[src/rtl/edusoc_pkg.sv]
// Shared EduSoC definitions: data-arbiter state encoding and the error read-data pattern.
package edusoc_pkg;

    typedef logic state_t;

    localparam state_t ST_IDLE = 1'b0;
    localparam state_t ST_BUSY = 1'b1;

    localparam logic [31:0] ERR_RDATA = 32'hDEAD_BEEF;

endpackage

[src/rtl/edusoc_bus_watchdog.sv]
// Saturating bus watchdog: counts enabled cycles since the last clear and flags
// when the count has reached TIMEOUT.
module edusoc_bus_watchdog #(
    parameter int TIMEOUT = 255
) (
    input  logic clk,
    input  logic rst,
    input  logic clr,
    input  logic en,
    output logic expired
);

    localparam int CNT_W = (TIMEOUT < 1) ? 1 : $clog2(TIMEOUT + 1);
    localparam logic [CNT_W-1:0] CNT_MAX = CNT_W'(TIMEOUT);

    logic [CNT_W-1:0] cnt;

    always_ff @(posedge clk) begin
        if (rst || clr) begin
            cnt <= '0;
        end else if (en && (cnt != CNT_MAX)) begin
            cnt <= cnt + CNT_W'(1);
        end
    end

    assign expired = (cnt == CNT_MAX);

endmodule

[src/rtl/edusoc_data_arbiter.sv]
// Two-master round-robin arbiter for the EduSoC data port, with a watchdog that
// force-completes any transaction the slave never answers.
module edusoc_data_arbiter
    import edusoc_pkg::*;
#(
    parameter int ADDR_WIDTH = 32,
    parameter int DATA_WIDTH = 32,
    parameter int TIMEOUT    = 255
) (
    input  logic                    CPU_CLK,
    input  logic                    CPU_RES,

    input  logic                    M0_REQ,
    input  logic                    M0_WE,
    input  logic [DATA_WIDTH/8-1:0] M0_BE,
    input  logic [ADDR_WIDTH-1:0]   M0_ADDR,
    input  logic [DATA_WIDTH-1:0]   M0_WDATA,
    output logic                    M0_VALID,
    output logic [DATA_WIDTH-1:0]   M0_RDATA,

    input  logic                    M1_REQ,
    input  logic                    M1_WE,
    input  logic [DATA_WIDTH/8-1:0] M1_BE,
    input  logic [ADDR_WIDTH-1:0]   M1_ADDR,
    input  logic [DATA_WIDTH-1:0]   M1_WDATA,
    output logic                    M1_VALID,
    output logic [DATA_WIDTH-1:0]   M1_RDATA,

    output logic                    S_REQ,
    output logic                    S_WE,
    output logic [DATA_WIDTH/8-1:0] S_BE,
    output logic [ADDR_WIDTH-1:0]   S_ADDR,
    output logic [DATA_WIDTH-1:0]   S_WDATA,
    input  logic                    S_VALID,
    input  logic [DATA_WIDTH-1:0]   S_RDATA,

    output logic                    TIMEOUT_ERR,
    output logic                    GRANT
);

    localparam int BE_W = DATA_WIDTH / 8;

    state_t state;
    logic   gnt;
    logic   last_gnt;
    logic   busy;
    logic   expired;
    logic   done;
    logic   pick;
    logic [DATA_WIDTH-1:0] cpl_rdata;

    assign busy = (state == ST_BUSY);

    // On a tie the master that was not served last wins; otherwise the sole requester.
    assign pick = (M0_REQ && M1_REQ) ? ~last_gnt : M1_REQ;

    assign done = busy && (S_VALID || expired);

    always_ff @(posedge CPU_CLK) begin
        if (CPU_RES) begin
            state    <= ST_IDLE;
            gnt      <= 1'b0;
            last_gnt <= 1'b1;
        end else begin
            case (state)
                ST_IDLE: begin
                    if (M0_REQ || M1_REQ) begin
                        gnt   <= pick;
                        state <= ST_BUSY;
                    end
                end
                default: begin
                    if (done) begin
                        last_gnt <= gnt;
                        state    <= ST_IDLE;
                    end
                end
            endcase
        end
    end

    // Counter is held clear throughout IDLE so it always starts at zero on entry to BUSY.
    edusoc_bus_watchdog #(
        .TIMEOUT (TIMEOUT)
    ) u_watchdog (
        .clk     (CPU_CLK),
        .rst     (CPU_RES),
        .clr     (!busy),
        .en      (busy && !S_VALID),
        .expired (expired)
    );

    assign S_REQ   = busy;
    assign S_WE    = busy && (gnt ? M1_WE : M0_WE);
    assign S_BE    = busy ? (gnt ? M1_BE : M0_BE) : '0;
    assign S_ADDR  = busy ? (gnt ? M1_ADDR : M0_ADDR) : '0;
    assign S_WDATA = busy ? (gnt ? M1_WDATA : M0_WDATA) : '0;

    // Real slave data wins over a simultaneous watchdog expiry.
    assign cpl_rdata   = S_VALID ? S_RDATA : DATA_WIDTH'(ERR_RDATA);
    assign TIMEOUT_ERR = busy && !S_VALID && expired;

    assign M0_VALID = done && !gnt;
    assign M1_VALID = done && gnt;
    assign M0_RDATA = M0_VALID ? cpl_rdata : '0;
    assign M1_RDATA = M1_VALID ? cpl_rdata : '0;

    assign GRANT = busy && gnt;

    logic unused_be_w;
    assign unused_be_w = (BE_W == 0);

endmodule

[config.mk]
export PLATFORM = sky130hd
export DESIGN_NAME = edusoc_data_arbiter
export DESIGN_NICKNAME = d
export VERILOG_FILES = /design/src/rtl/edusoc_pkg.sv /design/src/rtl/edusoc_bus_watchdog.sv /design/src/rtl/edusoc_data_arbiter.sv
export SDC_FILE = /design/constraint.sdc
export NUM_CORES = 1
export LEC_CHECK = 0
export ABC_AREA = 1
export CORE_AREA = 2 2 122 124
export CTS_CLUSTER_DIAMETER = 120
export DETAILED_ROUTE_END_ITERATION = 16
export DIE_AREA = 0 0 124 126
export GPL_TIMING_DRIVEN = 1
export PLACE_DENSITY = 0.57
export SETUP_SLACK_MARGIN = 0.05
export SLEW_MARGIN = 0
export SYNTH_ARGS = -nofsm -noshare
export SYNTH_HDL_FRONTEND = slang
export SYNTH_SLANG_ARGS = --single-unit
[constraint.sdc]
create_clock -name CPU_CLK -period 2 [get_ports CPU_CLK]
set_input_delay 0.2 -clock CPU_CLK [delete_from_list [all_inputs] [get_ports CPU_CLK]]
set_output_delay 0.2 -clock CPU_CLK [all_outputs]
set_load 0.03 [all_outputs]
==> impl_metrics.toml, run 1 <==
[outcome]
outcome = "finished, final reports clean"

[layout]
fill_cells = 1554
mostFrequentLayoutCells = "clkdlybuf4s50_1 (174), nor2_1 (159), buf_4 (122)"
final_layout_size_suffix_gt1_frac = 0.268
layout_commonest_cell = "clkdlybuf4s50_1"
syn_to_final_growth_pct = 156
fin_nets = 923
antenna_cells = 0

[route]
post_drt_wl_per_cell_um = 13.7
ant_nets = 0
vias = 3783
drc = 0
avgViaCountPerCell = 4.07
drt_pre_antenna_iters = 4
drtIter0Drc = 210
wl_um = 12800

[pwr]
power_frac_seq = 0.124
powerDensity_mw_per_mm2 = 341
leakage_uw = 0.00272
pwr-share-comb = 0.686
switchingPower_uw = 792
peakVddDrop_uv = 283
intPower_uw = 1110
p_total_uw = 1910
p_clk_frac = 0.190
p_sw_frac = 0.416

[logic_synthesis]
syn_area_per_cell_um2 = 4.93
yosysTopAreaCell = "nor2_1"
synth_seq_cells = 11
ys_seq_area_frac = 0.101
synth.distinct_cells = 20
yosys_warnings = 0
synth_top_area_share = 0.273
synthCells = 444
yosys-top-cells-area = "nor2_1 (27%), o21ai_0 (16%), dfxtp_1 (10%), inv_1 (8.8%), a21oi_1 (8.2%)"
synth_nets = 620
netlist_area_mm2 = 0.00219

[timing]
fmax_ghz = 0.502
hold_ws_ns = 0.469
hold_viol = 0
finalSetupViolations = 0
setup_slack_ns = 0.00760
tightest_slew_ns = 0.371
setup-tns-final_ns = 0
slew_violations = 0
fin_crit_ns = 1.99
rsz0062_at_grt = "true"
slew_headroom = 0.752
finClkSkew_ns = 0.00403
timing.final.crit_share = 0.996

[floorplanning]
boundaryPins = 313
die_w_um = 124
fp.dieH_um = 126
die_area_mm2 = 0.0156
start_util = 0.153
core.rowCount = 44
coreArea_mm2 = 0.0143

[worst_setup_path]
critPathKind = "flip-flop to primary output"
cp_slowest_cell = "dfxtp_2"
path_max_fanout = 7
critPathBufInv = 2
path_cells = "ha_4, nand2_4, nor2_4, nand2_2, nand2_4, nand3_4, clkbuf_16, a21oi_4, buf_6"
path_delay_family = "simple AND/OR/NAND/NOR gates"
setup.worst_path.end_class = "primary output"
start_kind = "flip-flop"
arrival_ns = 1.79
cpMostUsedCell = "nand2_4"
max_stage_delay_ns = 0.34
cp.required_ns = 1.80

[global_route]
grt_first_pass_wirelength_um = 18300
antenna_found_initial = 0
grt_pass1_vias = 3493
grt_usage = 0.145
gr-total-overflow = 0
grt_max_degree = 69

[clocking]
clk_root_buffer_cell = "clkbuf_16"
clk_pin_slew_ns = 0.04
cts_tree = "built"
cts_made_buffers = 3
cts.htree.levels = 1
clk_latency_ns = 0.24
cts_max_path_buffers = 2
cts.sinks = 11

[placed_design]
hpwlAfterDp_um = 9790
port_buffers = 312
dp_worst_setup_slack_ns = 0.112
place_congestion = 0.796

[run]
max_cap_violations = 0

[hold_path]
holdCritPathClass = "flip-flop to flip-flop"
-- metrics by stage --
step	utilization	std cells	area, um^2
after global placement	0.363	920	5190
after global routing	0.391	930	5590
after floorplan	-	444	2190
after CTS	0.372	929	5320
after detailed placement	0.363	920	5190
final	0.391	930	5590
-- cells in the mapped netlist (all sizes together) --
| cell type | number |
|---|---|
| nor2 | 161 |
| o21ai | 71 |
| a21oi | 56 |
| inv | 54 |
| nand2 | 47 |
| clkbuf | 20 |
| buf | 13 |
| dfxtp | 11 |
| nand3 | 7 |
| xor2 | 3 |
| ha | 1 |
-- power groups by stage --
stage / logic (uW) / clock network, uW / registers [uW]
3_5_place_dp: 1240 / 0 / 239
5_1_grt: 1400 / 384 / 237
3_3_place_gp: 1250 / 0 / 240
4_1_cts: 1260 / 370 / 236
2_1_floorplan: 590 / 0 / 235
6_report: 1310 / 361 / 236
-- kinds of logic after synthesis --
group / synth area share
AOI/OAI and AO/OA: 0.325
buffers and inverters: 0.168
xor gates and xnor gates: 0.0120
and+or+nand+nor: 0.389
adders and majority gates: 0.00572
DFF: 0.101
-- cell type report --
type	instances	area, um^2	area share
timing repair buffer	331	3100	0.555
multi-input combinational	346	1750	0.313
inverter	54	205	0.0367
clock buffer	4	78.8	0.0141
tap	184	230	0.0412
sequential	11	225	0.0403
-- worst register-to-register path, stage by stage, from the launching register on --
cell	delay [ns]
dfxtp_2	0.34
ha_4	0.15
nand2_4	0.05
nor2_4	0.13
nand2_2	0.08
buf_4	0.15
nand2_1	0.21
inv_2	0.12
nor2_1	0.10
nor2_1	0.05
-- routing by layer --
layer  up-vias  GRT usage  share of wire
met5         -          0              0
met3        20     0.0245          0.081
met2       154      0.274           0.51
met1      1615      0.169           0.39
met4         0     0.0311          0.019
li1       1994          -              -
-- flip-flops by register name, indices dropped and copies added, names as in the netlist --
name            cells
last_gnt            1
S_REQ               1
u_watchdog.cnt      8
gnt                 1
-- path summary, 6_finish.rpt --
check | to | slack [ns] | startpoint | cells after the start
min | last_gnt$_SDFFE_PP1P_ | 0.47 | last_gnt$_SDFFE_PP1P_ | 2
max reg2reg | u_watchdog.cnt[1]$_SDFFE_PP0P_ | 0.51 | u_watchdog.cnt[1]$_SDFFE_PP0P_ | 9
min reg2reg | last_gnt$_SDFFE_PP1P_ | 0.47 | last_gnt$_SDFFE_PP1P_ | 2
max | M0_RDATA[23] | 0.008 | u_watchdog.cnt[1]$_SDFFE_PP0P_ | 9
-- repair_timing --
action / 4_1_cts / 5_1_grt
gates cloned: 0 / 1
pin swaps: 1 / 3
endpoints found under the setup margin: 38 / 40
hold buffers: 0 / 0
resized for setup: 6 / 49
setup buffers: 5 / 0
Note: power is estimated with default switching activity, not from simulation.
==> inputs of run 2 (changes only) <==
--- a/config.mk
+++ b/config.mk
@@ -5,13 +5,12 @@
 export SDC_FILE = /design/constraint.sdc
 export NUM_CORES = 1
 export LEC_CHECK = 0
-export ABC_AREA = 1
 export CORE_AREA = 2 2 122 124
 export CTS_CLUSTER_DIAMETER = 120
 export DETAILED_ROUTE_END_ITERATION = 16
 export DIE_AREA = 0 0 124 126
 export GPL_TIMING_DRIVEN = 1
-export PLACE_DENSITY = 0.57
+export REMOVE_ABC_BUFFERS = 1
 export SETUP_SLACK_MARGIN = 0.05
 export SLEW_MARGIN = 0
 export SYNTH_ARGS = -nofsm -noshare
==> impl_metrics.toml, run 2 <==
[clocking]
cts.htree.levels = 1
clk_root_buffer_cell = "clkbuf_16"
cts_max_path_buffers = 2
cts_tree = "built"
clk_latency_ns = 0.23
cts_made_buffers = 3
clk_pin_slew_ns = 0.04
cts.sinks = 11

[worst_setup_path]
setup.worst_path.end_class = "primary output"
cp.required_ns = 1.80
critPathKind = "flip-flop to primary output"
arrival_ns = 1.77
start_kind = "flip-flop"
path_max_fanout = 8

[pwr]
switchingPower_uw = 791
powerDensity_mw_per_mm2 = 337
p_clk_frac = 0.180
p_sw_frac = 0.394
p_total_uw = 2010
peakVddDrop_uv = 318
leakage_uw = 0.00246
intPower_uw = 1210
power_frac_seq = 0.118
pwr-share-comb = 0.702

[global_route]
gr-total-overflow = 0
grt_pass1_vias = 3362
grt_first_pass_wirelength_um = 19100
grt_max_degree = 59
antenna_found_initial = 0
grt_usage = 0.155

[layout]
instances_no_fill = 829
final_layout_size_suffix_gt1_frac = 0.310
antenna_cells = 0
top_register = "u_watchdog.cnt"
mostFrequentLayoutCells = "clkdlybuf4s50_1 (175), buf_4 (128), mux2i_1 (73)"
largest_reg_flops = 8
syn_to_final_growth_pct = 139
fin_area_mm2 = 0.00595
fin_nets = 822
layout_commonest_cell = "clkdlybuf4s50_1"

[floorplanning]
fp.dieH_um = 126
coreArea_mm2 = 0.0143
die_area_mm2 = 0.0156
die_w_um = 124
boundaryPins = 313
core.rowCount = 44
start_util = 0.174

[timing]
slew_headroom = 0.612
finClkSkew_ns = 0.00224
finalSetupViolations = 0
hold_viol = 0
fin_crit_ns = 1.97
slew_violations = 0
tightest_slew_ns = 0.581
rsz0062_at_grt = "true"
setup_slack_ns = 0.0310
timing.final.crit_share = 0.984
fmax_ghz = 0.508
hold_ws_ns = 0.506

[logic_synthesis]
async_flop_share = 0
synth_seq_cells = 11
ys_seq_area_frac = 0.0884
synth.distinct_cells = 34
yosys-top-cells-area = "mux2i_1 (29%), nor2b_1 (18%), dfxtp_1 (8.8%), nor3_2 (8.0%), nor3_1 (7.6%)"
netlist_area_mm2 = 0.00249
syn_area_per_cell_um2 = 7.37
synthCells = 338
yosys_warnings = 0
synth.most_common_cell = "mux2i_1"
yosysTopAreaCell = "mux2i_1"
synth-edff-count = 0
synth_ff_type = "dfxtp_1"
synth_top_area_share = 0.293
synth_top_cells_by_count = "mux2i_1 (73), nor2b_1 (72), nor3_1 (38)"

[hold_path]
holdCritPathClass = "flip-flop to flip-flop"

[run]
max_cap_violations = 0

[route]
avgViaCountPerCell = 4.28
drc = 0
ant_nets = 0
vias = 3550
post_drt_wl_per_cell_um = 16.7
wl_um = 13900
drt_pre_antenna_iters = 4
drtIter0Drc = 123

[placed_design]
placed_cell_area_mm2 = 0.00564
hpwlAfterDp_um = 11100
place_congestion = 0.856
dp_cells = 814
dp_worst_setup_slack_ns = -0.00312
port_buffers = 312

[outcome]
outcome = "finished, final reports clean"
-- run 2: cell types whose count changed in the layout (fill, tap and decap cells not counted), moves of 12 or more --
cell and delta:
buf_12 +12, nor2_1 -132, a21oi_1 -30, buf_6 -20, nor3_1 +35, o21ai_0 -67, a21oi_4 -13, nor3_2 +17
nor2b_1 +71, nand2_1 -27, inv_1 -46, mux2i_1 +73
-- run 2: final timing paths --
check	slack (ns)	start	endpoint	cells after the start
hold / removal	0.51	last_gnt$_SDFFE_PP1P_	last_gnt$_SDFFE_PP1P_	1
hold reg to reg	0.51	last_gnt$_SDFFE_PP1P_	last_gnt$_SDFFE_PP1P_	1
setup / recovery	0.03	u_watchdog.cnt[0]$_SDFFE_PP0P_	M1_RDATA[30]	7
setup reg to reg	0.32	u_watchdog.cnt[0]$_SDFFE_PP0P_	u_watchdog.cnt[5]$_SDFFE_PP0P_	7
-- run 2: critical path: stages, from the launching register on --
cell       delay, ns
dfxtp_2         0.33
ha_4            0.16
and4_4          0.20
buf_6           0.12
a21oi_4         0.26
clkbuf_16       0.24
nor3_2          0.05
buf_4           0.16
-- run 2: metrics by stage --
| step | TNS, ns | utilization |
|---|---|---|
| floorplan | -332.44 | - |
| global placement | 0 | 0.394 |
| detailed placement | -0.00312 | 0.394 |
| CTS | 0 | 0.405 |
| global route | -0.195 | 0.415 |
| finish | 0 | 0.415 |
-- run 2: routing by layer --
layer,track usage,wire [um]
met1,0.187,5300
met2,0.283,7220
met3,0.0290,1160
met4,0.0284,177
met5,0,0
-- run 2: area by class of cell --
| cell class | count | area [um^2] |
|---|---|---|
| fill | 1457 | 8370 |
| tap | 184 | 230 |
| inverter | 6 | 22.5 |
| timing repair buffer | 339 | 3270 |
| sequential | 11 | 228 |
| clock buffer | 4 | 78.8 |
| multi-input combinational | 285 | 2120 |
-- run 2: what timing repair did --
item	in CTS	in global routing
hold buffers	0	0
pin swaps	2	7
setup buffers	5	5
resized for setup	18	24
cloned	0	1
endpoints found under the setup margin	45	41
-- run 2: logic make-up after synthesis --
kind of cell | share of synthesized area
AND/OR/NAND/NOR | 0.461
buffers and inverters | 0.100
AO/OA/AOI/OAI | 0.0522
adder cells (fa/ha/maj) | 0.00502
flip-flops | 0.0884
multiplexers | 0.293
-- run 2: power by group through the flow --
stage                     Combinational (uW)  Clock, uW  Sequential, uW
after floorplan                          604          0             298
after global placement                  1360          0             252
after detailed placement                1370          0             252
after CTS                               1390        369             243
after global routing                    1500        371             237
final                                   1410        361             236
==> inputs of run 3 (changes only) <==
--- a/config.mk
+++ b/config.mk
@@ -5,6 +5,7 @@
 export SDC_FILE = /design/constraint.sdc
 export NUM_CORES = 1
 export LEC_CHECK = 0
+export ABC_AREA = 1
 export CORE_AREA = 2 2 122 124
 export CTS_CLUSTER_DIAMETER = 120
 export DETAILED_ROUTE_END_ITERATION = 16
==> impl_metrics.toml, run 3 (synthesized netlist as in run 1, its figures left out) <==
[outcome]
outcome = "finished, final reports clean"

[timing]
rsz0062_at_grt = "true"
finClkSkew_ns = 0.00326
tightest_slew_ns = 0.601
timing.final.crit_share = 0.989
hold_viol = 0
slew_violations = 0
hold_ws_ns = 0.413
fin_crit_ns = 1.98
fmax_ghz = 0.506
slew_headroom = 0.600
finalSetupViolations = 0
setup-tns-final_ns = 0

[worst_setup_path]
arrival_ns = 1.78
path_max_fanout = 6
r2r_end = "u_watchdog.cnt[4]$_SDFFE_PP0P_"
r2r_cells = 9
start_kind = "flip-flop"
critPathKind = "flip-flop to primary output"
setup.worst_path.end_class = "primary output"
r2r_slack_ns = 0.48
cp.required_ns = 1.80
r2r_start = "u_watchdog.cnt[1]$_SDFFE_PP0P_"
startpoint = "u_watchdog.cnt[1]$_SDFFE_PP0P_"

[pwr]
leakage_uw = 0.00278
peakVddDrop_uv = 197
powerDensity_mw_per_mm2 = 341

[global_route]
gr-total-overflow = 0
antenna_found_initial = 1
grt_pass1_vias = 3907
grt_max_degree = 50
grt_first_pass_wirelength_um = 20400
grt_usage = 0.165

[clocking]
holdBufCountCts = 0
cts_tree = "built"
clk_latency_ns = 0.24
cts.htree.levels = 1
cts.sinks = 11
cts_max_path_buffers = 2
clk_pin_slew_ns = 0.04
cts_made_buffers = 3
clk_root_buffer_cell = "clkbuf_16"

[floorplanning]
die_area_mm2 = 0.0156
boundaryPins = 313
fp.dieH_um = 126
coreArea_mm2 = 0.0143
die_w_um = 124
core.rowCount = 44
start_util = 0.153

[layout]
largest_reg_flops = 8
final_layout_size_suffix_gt1_frac = 0.260
top_register = "u_watchdog.cnt"
antenna_cells = 0
fin_nets = 926
fill_cells = 1531
mostFrequentLayoutCells = "clkdlybuf4s50_1 (182), nor2_1 (159), buf_4 (105)"
layout_commonest_cell = "clkdlybuf4s50_1"
instances_no_fill = 933
final_core_util = 0.410
syn_to_final_growth_pct = 168
fin_area_mm2 = 0.00586

[hold_path]
min_from = "S_VALID"
holdPathStages = 5
holdCritPathClass = "input pin to flip-flop"
holdPathEnd = "u_watchdog.cnt[5]$_SDFFE_PP0P_"

[route]
wl_um = 14200
post_drt_wl_per_cell_um = 15.2
drc = 0
ant_nets = 0
drtIter0Drc = 167
avgViaCountPerCell = 4.19
drt_pre_antenna_iters = 5
vias = 3907

[placed_design]
port_buffers = 312
placed_cell_area_mm2 = 0.00539
hpwlAfterDp_um = 11000
dp_cells = 922
place_congestion = 0.826

[run]
max_cap_violations = 0
run 3: per-layer routing:
layer / track usage / part of all wire
met4: 0.0410 / 0.022
met1: 0.189 / 0.37
met2: 0.298 / 0.48
met3: 0.0444 / 0.12
met5: 0 / 0.00092
run 3: critical path, stage by stage, from the launching register on:
cell       delay, ns
dfxtp_4         0.36
ha_4            0.15
nand2_4         0.05
nor2_4          0.09
nand2_2         0.08
nand2_4         0.11
nand3_4         0.17
clkbuf_16       0.24
a21oi_2         0.13
buf_6           0.15
run 3: worst max-delay path by stage:
stage	slack, ns	to
CTS	0.02	M0_RDATA[0]
finish	0.02	M0_RDATA[27]
detailed placement	0.14	TIMEOUT_ERR
floorplan	-1.04	M1_RDATA[0]
global placement	0.15	TIMEOUT_ERR
global route	-0.06	M0_RDATA[18]
run 3: where the power goes:
part / switching, uW / internal (uW) / total, uW
logic: 730 / 674 / 1400
registers: 6.38 / 225 / 232
clock network: 99.4 / 265 / 364
run 3: stage by stage:
step / worst slack, ns / total power (uW)
5_1_grt: -0.0570 / 2120
3_3_place_gp: 0.147 / 1560
6_report: 0.0226 / 2000
4_1_cts: 0.0240 / 1950
2_1_floorplan: -1.04 / 782
3_5_place_dp: 0.143 / 1560
run 3: cell type report:
| cell class | count | area, um^2 | share of cell area |
|---|---|---|---|
| Clock buffer | 3 | 75.1 | 0.0128 |
| Timing Repair Buffer | 334 | 3330 | 0.568 |
| Inverter | 54 | 208 | 0.0354 |
| Tap cell | 184 | 230 | 0.0393 |
| Multi-Input combinational cell | 346 | 1790 | 0.305 |
| Sequential cell | 11 | 228 | 0.0388 |
| Clock inverter | 1 | 5.00 | 0.000854 |
run 3: repair_timing:
item	in CTS	in global routing
pin swaps	2	4
gates resized for setup	8	52
endpoints found under the setup margin	66	58
cloned	1	2
setup buffers	2	2
